[src/rtl/ppu_pkg.sv]
// ppu_pkg
//   Shared definitions for the PPU CPU-side register window.
//   - ppu_reg_e  : register offsets ($2000-$2007 -> 0..7)
//   - STAT_*     : bit positions inside PPUSTATUS
//   - CTRL_*     : bit positions inside PPUCTRL used by the register block
//   - VINC_*     : v-address step sizes selected by PPUCTRL[2]
//   - vaddr_step : v-address increment, wrapping modulo 2^15
package ppu_pkg;

  typedef enum logic [2:0] {
    PPU_CTRL    = 3'd0,
    PPU_MASK    = 3'd1,
    PPU_STATUS  = 3'd2,
    PPU_OAMADDR = 3'd3,
    PPU_OAMDATA = 3'd4,
    PPU_SCROLL  = 3'd5,
    PPU_ADDR    = 3'd6,
    PPU_DATA    = 3'd7
  } ppu_reg_e;

  localparam int STAT_VBLANK = 7;
  localparam int STAT_SPR0   = 6;
  localparam int STAT_OVF    = 5;

  localparam int CTRL_VINC   = 2;
  localparam int CTRL_NMI    = 7;

  localparam logic [14:0] VINC_1  = 15'd1;
  localparam logic [14:0] VINC_32 = 15'd32;

  // Natural 15-bit overflow gives the mod-2^15 wrap.
  function automatic logic [14:0] vaddr_step(input logic [14:0] v, input logic inc32);
    return v + (inc32 ? VINC_32 : VINC_1);
  endfunction

endpackage

[src/rtl/ppu_cpu_regs_addr_latch.sv]
// ppu_addr_latch
//   Shared $2005/$2006 write toggle with the t (temporary) and v (current)
//   VRAM addresses and fine X scroll.
//   Ports: wr_ctrl/wr_scroll/wr_addr  decoded CPU writes to $2000/$2005/$2006
//          data_acc                   any $2007 access (advances v)
//          status_rd                  $2002 read (clears the toggle)
//          inc32                      PPUCTRL[2], selects +32 step
//          d                          CPU write data
//          v_ext_we/v_ext             renderer overwrite of v, wins over CPU
//          t_addr/v_addr/fine_x       registered state
module ppu_addr_latch
  import ppu_pkg::*;
#(
  parameter int VADDR_W = 15
) (
  input  logic               clk,
  input  logic               rst_n,
  input  logic               wr_ctrl,
  input  logic               wr_scroll,
  input  logic               wr_addr,
  input  logic               data_acc,
  input  logic               status_rd,
  input  logic               inc32,
  input  logic [7:0]         d,
  input  logic               v_ext_we,
  input  logic [VADDR_W-1:0] v_ext,
  output logic [VADDR_W-1:0] t_addr,
  output logic [VADDR_W-1:0] v_addr,
  output logic [2:0]         fine_x
);

  logic [VADDR_W-1:0] t_r, v_r, t_nx_s, v_cpu_s, v_nx_s;
  logic [2:0]         fx_r, fx_nx_s;
  logic               w_r, w_nx_s;

  // Next-state for t, fine_x, toggle and the CPU's view of v.
  always_comb begin
    t_nx_s  = t_r;
    v_cpu_s = v_r;
    fx_nx_s = fx_r;
    w_nx_s  = w_r;
    if (wr_ctrl) begin
      t_nx_s[11:10] = d[1:0];
    end else if (wr_scroll) begin
      if (!w_r) begin
        t_nx_s[4:0] = d[7:3];
        fx_nx_s     = d[2:0];
        w_nx_s      = 1'b1;
      end else begin
        t_nx_s[14:12] = d[2:0];
        t_nx_s[9:5]   = d[7:3];
        w_nx_s        = 1'b0;
      end
    end else if (wr_addr) begin
      if (!w_r) begin
        t_nx_s[13:8] = d[5:0];
        t_nx_s[14]   = 1'b0;
        w_nx_s       = 1'b1;
      end else begin
        // v takes the fully assembled t on the same edge
        t_nx_s[7:0] = d;
        v_cpu_s     = t_nx_s;
        w_nx_s      = 1'b0;
      end
    end else if (data_acc) begin
      v_cpu_s = vaddr_step(v_r, inc32);
    end else if (status_rd) begin
      w_nx_s = 1'b0;
    end else begin
      w_nx_s = w_r;
    end
    v_nx_s = v_ext_we ? v_ext : v_cpu_s;
  end

  // Address latch state registers.
  always_ff @(posedge clk or negedge rst_n) begin
    if (!rst_n) begin
      t_r  <= 15'd0;
      v_r  <= 15'd0;
      fx_r <= 3'd0;
      w_r  <= 1'b0;
    end else begin
      t_r  <= t_nx_s;
      v_r  <= v_nx_s;
      fx_r <= fx_nx_s;
      w_r  <= w_nx_s;
    end
  end

  assign t_addr = t_r;
  assign v_addr = v_r;
  assign fine_x = fx_r;

endmodule

[src/rtl/ppu_cpu_regs.sv]
// ppu_cpu_regs
//   CPU-bus responder for the PPU register window ($2000-$2007, mirrored).
//   Bus side : acc/rw/addr/wdata in, registered rdata out, nmi level out.
//   Renderer : vblank_set/vblank_clr/spr0_hit/spr_ovf flag pulses, v_ext_we/v_ext.
//   Outputs  : ctrl_q, mask_q, t_addr, v_addr, fine_x.
//   OAM      : oam_addr, oam_we/oam_wdata strobe, oam_rdata combinational in.
//   VRAM     : vram_addr/vram_we/vram_re/vram_wdata strobes, vram_rdata
//              valid the clk after vram_re.
module ppu_cpu_regs
  import ppu_pkg::*;
#(
  parameter int VADDR_W = 15,
  parameter int MADDR_W = 14
) (
  input  logic               clk,
  input  logic               rst_n,
  input  logic               acc,
  input  logic               rw,
  input  logic [2:0]         addr,
  input  logic [7:0]         wdata,
  output logic [7:0]         rdata,
  output logic               nmi,
  input  logic               vblank_set,
  input  logic               vblank_clr,
  input  logic               spr0_hit,
  input  logic               spr_ovf,
  output logic [7:0]         ctrl_q,
  output logic [7:0]         mask_q,
  output logic [VADDR_W-1:0] t_addr,
  output logic [VADDR_W-1:0] v_addr,
  output logic [2:0]         fine_x,
  input  logic               v_ext_we,
  input  logic [VADDR_W-1:0] v_ext,
  output logic [7:0]         oam_addr,
  output logic               oam_we,
  output logic [7:0]         oam_wdata,
  input  logic [7:0]         oam_rdata,
  output logic [MADDR_W-1:0] vram_addr,
  output logic               vram_we,
  output logic               vram_re,
  output logic [7:0]         vram_wdata,
  input  logic [7:0]         vram_rdata
);

  ppu_reg_e           reg_sel_s;
  logic               wr_s, rd_s, status_rd_s, data_acc_s;
  logic               vblank_r, spr0_r, ovf_r, nmi_r;
  logic               vblank_nx_s, spr0_nx_s, ovf_nx_s;
  logic [7:0]         ctrl_r, ctrl_nx_s, mask_r, io_latch_r, rd_val_s;
  logic [7:0]         oam_addr_r, oam_wdata_r, rd_buf_r, rdata_r, vram_wdata_r;
  logic               oam_we_r, vram_we_r, vram_re_r, rd_pend_r;
  logic [MADDR_W-1:0] vram_addr_r;

  assign reg_sel_s   = ppu_reg_e'(addr);
  assign wr_s        = acc & ~rw;
  assign rd_s        = acc & rw;
  assign status_rd_s = rd_s & (reg_sel_s == PPU_STATUS);
  assign data_acc_s  = acc & (reg_sel_s == PPU_DATA);

  ppu_addr_latch #(.VADDR_W(VADDR_W)) u_addr_latch (
    .clk       (clk),
    .rst_n     (rst_n),
    .wr_ctrl   (wr_s & (reg_sel_s == PPU_CTRL)),
    .wr_scroll (wr_s & (reg_sel_s == PPU_SCROLL)),
    .wr_addr   (wr_s & (reg_sel_s == PPU_ADDR)),
    .data_acc  (data_acc_s),
    .status_rd (status_rd_s),
    .inc32     (ctrl_r[CTRL_VINC]),
    .d         (wdata),
    .v_ext_we  (v_ext_we),
    .v_ext     (v_ext),
    .t_addr    (t_addr),
    .v_addr    (v_addr),
    .fine_x    (fine_x)
  );

  // Read data selection; write-only registers echo the last written byte.
  always_comb begin
    case (reg_sel_s)
      PPU_STATUS:  rd_val_s = {vblank_r, spr0_r, ovf_r, io_latch_r[4:0]};
      PPU_OAMDATA: rd_val_s = oam_rdata;
      PPU_DATA:    rd_val_s = rd_buf_r;
      default:     rd_val_s = io_latch_r;
    endcase
  end

  // Flag and PPUCTRL next-state; a $2002 read or a clear beats a set.
  always_comb begin
    vblank_nx_s = vblank_r;
    spr0_nx_s   = spr0_r;
    ovf_nx_s    = ovf_r;
    if (vblank_clr) begin
      vblank_nx_s = 1'b0;
      spr0_nx_s   = 1'b0;
      ovf_nx_s    = 1'b0;
    end else begin
      if (status_rd_s) begin
        vblank_nx_s = 1'b0;
      end else if (vblank_set) begin
        vblank_nx_s = 1'b1;
      end else begin
        vblank_nx_s = vblank_r;
      end
      spr0_nx_s = spr0_r | spr0_hit;
      ovf_nx_s  = ovf_r | spr_ovf;
    end
    if (wr_s && (reg_sel_s == PPU_CTRL)) begin
      ctrl_nx_s = wdata;
    end else begin
      ctrl_nx_s = ctrl_r;
    end
  end

  // Control/mask/io latch, status flags and the registered nmi level.
  always_ff @(posedge clk or negedge rst_n) begin
    if (!rst_n) begin
      ctrl_r     <= 8'h00;
      mask_r     <= 8'h00;
      io_latch_r <= 8'h00;
      vblank_r   <= 1'b0;
      spr0_r     <= 1'b0;
      ovf_r      <= 1'b0;
      nmi_r      <= 1'b0;
    end else begin
      ctrl_r   <= ctrl_nx_s;
      vblank_r <= vblank_nx_s;
      spr0_r   <= spr0_nx_s;
      ovf_r    <= ovf_nx_s;
      nmi_r    <= vblank_nx_s & ctrl_nx_s[CTRL_NMI];
      if (wr_s) begin
        io_latch_r <= wdata;
      end else begin
        io_latch_r <= io_latch_r;
      end
      if (wr_s && (reg_sel_s == PPU_MASK)) begin
        mask_r <= wdata;
      end else begin
        mask_r <= mask_r;
      end
    end
  end

  // OAM port: the address advances the clk after the strobe so that the
  // strobe is presented together with the address it writes.
  always_ff @(posedge clk or negedge rst_n) begin
    if (!rst_n) begin
      oam_addr_r  <= 8'h00;
      oam_we_r    <= 1'b0;
      oam_wdata_r <= 8'h00;
    end else begin
      oam_we_r <= wr_s & (reg_sel_s == PPU_OAMDATA);
      if (wr_s && (reg_sel_s == PPU_OAMDATA)) begin
        oam_wdata_r <= wdata;
      end else begin
        oam_wdata_r <= oam_wdata_r;
      end
      if (wr_s && (reg_sel_s == PPU_OAMADDR)) begin
        oam_addr_r <= wdata;
      end else if (oam_we_r) begin
        oam_addr_r <= oam_addr_r + 8'd1;
      end else begin
        oam_addr_r <= oam_addr_r;
      end
    end
  end

  // VRAM strobes, $2007 read buffer fill and registered read data.
  always_ff @(posedge clk or negedge rst_n) begin
    if (!rst_n) begin
      vram_addr_r  <= '0;
      vram_we_r    <= 1'b0;
      vram_re_r    <= 1'b0;
      vram_wdata_r <= 8'h00;
      rd_pend_r    <= 1'b0;
      rd_buf_r     <= 8'h00;
      rdata_r      <= 8'h00;
    end else begin
      vram_we_r <= data_acc_s & ~rw;
      vram_re_r <= data_acc_s & rw;
      rd_pend_r <= vram_re_r;
      if (data_acc_s) begin
        vram_addr_r <= v_addr[MADDR_W-1:0];
      end else begin
        vram_addr_r <= vram_addr_r;
      end
      if (data_acc_s && !rw) begin
        vram_wdata_r <= wdata;
      end else begin
        vram_wdata_r <= vram_wdata_r;
      end
      // memory answers one clk after the read strobe
      if (rd_pend_r) begin
        rd_buf_r <= vram_rdata;
      end else begin
        rd_buf_r <= rd_buf_r;
      end
      if (rd_s) begin
        rdata_r <= rd_val_s;
      end else begin
        rdata_r <= rdata_r;
      end
    end
  end

  assign rdata      = rdata_r;
  assign nmi        = nmi_r;
  assign ctrl_q     = ctrl_r;
  assign mask_q     = mask_r;
  assign oam_addr   = oam_addr_r;
  assign oam_we     = oam_we_r;
  assign oam_wdata  = oam_wdata_r;
  assign vram_addr  = vram_addr_r;
  assign vram_we    = vram_we_r;
  assign vram_re    = vram_re_r;
  assign vram_wdata = vram_wdata_r;

endmodule

[config.mk]
export PLATFORM = sky130hd
export DESIGN_NAME = ppu_cpu_regs
export DESIGN_NICKNAME = d
export VERILOG_FILES = /design/src/rtl/ppu_pkg.sv /design/src/rtl/ppu_cpu_regs_addr_latch.sv /design/src/rtl/ppu_cpu_regs.sv
export SDC_FILE = /design/constraint.sdc
export NUM_CORES = 1
export LEC_CHECK = 0
export CORE_MARGIN = 10
export CORE_UTILIZATION = 40
export DETAILED_ROUTE_END_ITERATION = 6
export DONT_BUFFER_PORTS = 1
export MAX_ROUTING_LAYER = met4
export PLACE_DENSITY = 0.58
export SLEW_MARGIN = 20
export SYNTH_ARGS = -nofsm -noshare
export SYNTH_HDL_FRONTEND = slang
export SYNTH_SLANG_ARGS = --single-unit
[constraint.sdc]
create_clock -name clk -period 4.2 [get_ports clk]
set_input_delay 0.42 -clock clk [delete_from_list [all_inputs] [get_ports clk]]
set_output_delay 0.42 -clock clk [all_outputs]
set_load 0.005 [all_outputs]
==> summary by stage <==
Detailed routing
After detailed routing, the average wire length per cell comes to 22.4 um. The detailed-route vias per instance is about 5.6. The overall via count from detail_route is 3856. In this run the remaining antenna-violating nets after routing total 0. In the routed design, unresolved DRC markers number 0.

In this run, the number of DRC markers left after iteration 0 of detailed routing was 230. The first TritonRoute pass finished after 4 iterations. The total detailed-routing wirelength is between 15000 and 20000 um.

Global routing
Global routing finished with a remaining overflow of 0. The pin count of the biggest net entering global routing is around 120. The initial antenna violation count is 0.

The via count of the first global-routing pass is between 4000 and 5000. For this run, the total global-route usage over all layers was measured as ~17%. The wire length of the first global-routing pass is approximately 23000 um.

Synth
The cell count after synthesis came out at between 500 and 600. Ranked by total cell area, the synthesized netlist is headed by sky130_fd_sc_hd__dfrtp_1 55%, sky130_fd_sc_hd__mux2_2 10%, sky130_fd_sc_hd__nand2_1 5.5%. The most used flip-flop cell after synthesis is sky130_fd_sc_hd__dfrtp_1.

The number of nets in the synthesized netlist is roughly 560. The number of distinct library cell variants in the gate-level netlist after synthesis is 60. The commonest cells after synthesis are 120 x sky130_fd_sc_hd__dfrtp_1, 80 x sky130_fd_sc_hd__nand2_1, 51 x sky130_fd_sc_hd__mux2_2. The count of yosys warnings during synthesis is 0.

A synthesized cell averages 10.9 um^2. The most frequent cell after synthesis is sky130_fd_sc_hd__dfrtp_1. Summing every instance area after synthesis gives between 0.005 and 0.006 mm^2. The synthesized design spends more area on one cell type than any other, namely sky130_fd_sc_hd__dfrtp_1.

After synthesis, flip-flops and latches occupy approximately 55% of the total area. The synthesized design contains 120 register bits. The synthesized design contains 0 enable-type register cells. Summed over its instances, the top area cell type makes up a little over half of the synthesized netlist area.

The fraction of synthesis flops using an asynchronous set or reset pin is 100%.

Critical path
The critical path's slowest cell is sky130_fd_sc_hd__nand4b_1. The worst register-to-register path ends at u_addr_latch.v_addr[12]. STA classifies the critical path startpoint as an input port. The start of the worst register-to-register path is ctrl_q[2]. Along the worst path, the maximum fanout reaches 20. The flop-to-flop setup slack is 2.09 ns. The worst path arrival time is roughly 2.8 ns. The kind of critical path is input port to register.

The number of cells on the worst reg-to-reg path is 7. The required time at the worst-slack endpoint is 4.54 ns. STA classifies the critical path endpoint as a register. Traced cell by cell, the critical path runs through and2b_1 > nand4b_1 > nor2_1 > a221o_1 > a2bb2oi_1. On the worst path, the slowest cell contributes a delay of roughly 0.83 ns.

Power and ir drop
The share of total power dissipated in combinational logic is between 10 and 15%. The analysis attributes to net switching a power of 1.01 mW. VDD sags by at most roughly 0.0003 V. The share of power burned in the clock network is 43.2%. Cell internal power was estimated by the tool at 2.75 mW. In this run the power density over the cells is roughly 600 mW/mm^2. The sequential fraction of design power is 45.7%. The share of total power consumed by net switching is a little over a quarter. In this run the static leakage power is between 2 and 3 nW.

Final layout
The non-filler instance count after layout is a little under 700. The final layout net count is 553. The design area is between 0.006 and 0.007 mm^2. The area added between synthesis and finish is 14.6%.

0 antenna diodes ended up in the layout. The number of filler cells placed in the layout is around 1200. The share of final-layout standard cells stronger than drive strength 1 is 17.7%. Summing all multi-input logic gate instances after layout gives roughly 0.0023 mm^2.

The register area is roughly 0.0030 mm^2.

Clock network
The number of levels the H-tree was split into is 4. The clock tree root buffer cell is sky130_fd_sc_hd__clkbuf_16. TritonCTS built the clock tree. The number of sinks driven by the clock tree is 120.

The post-cts gate resize count is 0. The maximum number of buffers from clock root to sink is 2. The clock transition at the registers of the reported paths is approximately 0.060 ns. Post-CTS timing repair inserted 0 buffers for setup. The worst-skew pair later-pin latency is ~0.42 ns. Counting the buffers created by CTS gives 17.

Floorplanning
The die boundary height is roughly 140 um. The die area is between 0.015 and 0.02 mm^2. 150 I/O pins were placed. In this run the core area contains 42 standard-cell rows. The chip width is 137 um. After floorplanning, the core was sized to cover between 0.01 and 0.015 mm^2. The initial core utilization is 41.1%.

Timing
Setup total negative slack on the finished layout was measured at 0 ns. Clock skew on the completed layout was measured at ~0.0074 ns. The final-layout worst hold slack is 0.0667 ns. At the pin with the least slew margin, the transition time is approximately 0.97 ns. The highest achievable clock rate is slightly above 0.4 GHz.

The final number of setup-violating endpoints is 0. Setup repair after global routing left no endpoint under its margin. The period utilization is 59.0%.

The worst path in the final design needs a cycle of roughly 2.5 ns, including I/O delays and setup. The final max-slew violation count came to 0. The worst pin sits at a relative slew slack of a little over a third. The total count of hold-check failures in the final report is 0.

Placement
The placement-stage cell area is between 0.005 and 0.006 mm^2. In this run the tool buffered the top-level ports with 0 buffer cells. The number of instances in the placed design is approximately 650. Routability-driven placement finished with a final weighted congestion of approximately 0.83. The detailed placer's ending HPWL is around 11000 um.

Status
The flow ran to the end, and the final reports show no timing, DRC or antenna violations.

Worst hold path
The path class of the tightest hold or removal check is input port to register. In this run the most critical hold path is launched from vblank_clr. For hold timing, the worst endpoint is spr0_r.

Along the worst hold path, the cell count comes to 1.

Flow run
The max-cap violation count is 0.
layout by cell type (no fill, tap or decap), types with 3 or more instances in the layout:
| cell type | n |
|---|---|
| sky130_fd_sc_hd__nand4_1 | 4 |
| sky130_fd_sc_hd__and2_1 | 3 |
| sky130_fd_sc_hd__bufinv_16 | 5 |
| sky130_fd_sc_hd__o21ai_1 | 4 |
| sky130_fd_sc_hd__nand3b_1 | 3 |
| sky130_fd_sc_hd__a22o_1 | 6 |
| sky130_fd_sc_hd__mux2_2 | 51 |
| sky130_fd_sc_hd__o22a_1 | 9 |
| sky130_fd_sc_hd__a221oi_1 | 4 |
| sky130_fd_sc_hd__a21oi_1 | 20 |
| sky130_fd_sc_hd__mux2i_1 | 9 |
| sky130_fd_sc_hd__nand2_1 | 80 |
| sky130_fd_sc_hd__nor3_1 | 3 |
| sky130_fd_sc_hd__inv_1 | 7 |
| sky130_fd_sc_hd__o21ai_0 | 29 |
| sky130_fd_sc_hd__nand3_1 | 9 |
| sky130_fd_sc_hd__nor2b_1 | 7 |
| sky130_fd_sc_hd__xnor2_1 | 4 |
| sky130_fd_sc_hd__clkinvlp_4 | 4 |
| sky130_fd_sc_hd__ha_1 | 6 |
| sky130_fd_sc_hd__clkbuf_8 | 3 |
| sky130_fd_sc_hd__o22ai_1 | 13 |
| sky130_fd_sc_hd__nor2_1 | 31 |
| sky130_fd_sc_hd__clkbuf_16 | 17 |
| sky130_fd_sc_hd__dfrtp_1 | 120 |
| sky130_fd_sc_hd__a221o_1 | 3 |
| sky130_fd_sc_hd__xor2_1 | 9 |
metal layers:
| metal | track usage [%] | up-vias | part of all wire (%) |
|---|---|---|---|
| met5 | - | - | 0 |
| met4 | 5.15 | 0 | 1.2 |
| met3 | 9.24 | 13 | 12 |
| met2 | 24.9 | 148 | 45 |
| met1 | 20.0 | 1916 | 42 |
| li1 | - | 1779 | - |
worst max-delay path, delay by kind of cell:
family | cells | cell delay, ns
AND/OR/NAND/NOR | 3 | 2.00
AO/OA/AOI/OAI | 2 | 0.39
how the worst max path moves through the flow:
stage               startpoint                       to  slack [ns]  cells after the start
floorplan                   rw  u_addr_latch.t_addr[14]        2.20                      9
global placement            rw  u_addr_latch.v_addr[12]        1.45                      5
detailed placement          rw  u_addr_latch.v_addr[12]        1.32                      5
CTS                         rw  u_addr_latch.v_addr[12]        1.73                      5
global route                rw  u_addr_latch.v_addr[12]        1.55                      5
finish                      rw  u_addr_latch.v_addr[12]        1.72                      5
logic make-up after synthesis:
family,synth area share [%]
multiplexers,12.1
AND/OR/NAND/NOR,13.5
AO/OA/AOI/OAI,13.0
adder cells (fa/ha/maj),1.37
flip-flops,54.7
buffers and inverters,3.15
XOR/XNOR,2.08
metrics by stage:
| step | setup slack, ns | total power [mW] | util [%] |
|---|---|---|---|
| 4_1_cts | 1.73 | 3.80 | 47.0 |
| 2_1_floorplan | 2.20 | 1.98 | - |
| 3_5_place_dp | 1.32 | 2.14 | 41.8 |
| 5_1_grt | 1.55 | 3.96 | 47.1 |
| 3_3_place_gp | 1.45 | 2.12 | 41.8 |
| 6_report | 1.72 | 3.75 | 47.1 |
layout make-up:
| class | count | area share (%) |
|---|---|---|
| timing repair buffer | 3 | 0.716 |
| multi-input combinational | 346 | 37.0 |
| clock buffer | 21 | 7.48 |
| clock inverter | 11 | 3.08 |
| sequential | 120 | 47.8 |
| tap | 176 | 3.50 |
| inverter | 8 | 0.478 |
what timing repair did:
| item | in CTS | in global routing |
|---|---|---|
| setup endpoints to repair | 0 | 0 |
| hold buffers | 2 | 0 |
| hold endpoints to repair | 120 | 0 |
power by group through the flow:
stage | clock network (mW) | registers (mW) | logic (mW)
after global placement | 0 | 1.74 | 0.379
after CTS | 1.64 | 1.73 | 0.425
after global routing | 1.71 | 1.76 | 0.487
after detailed placement | 0 | 1.74 | 0.394
after floorplan | 0 | 1.61 | 0.363
final | 1.62 | 1.72 | 0.417
Power figures use the tool's default switching activity.
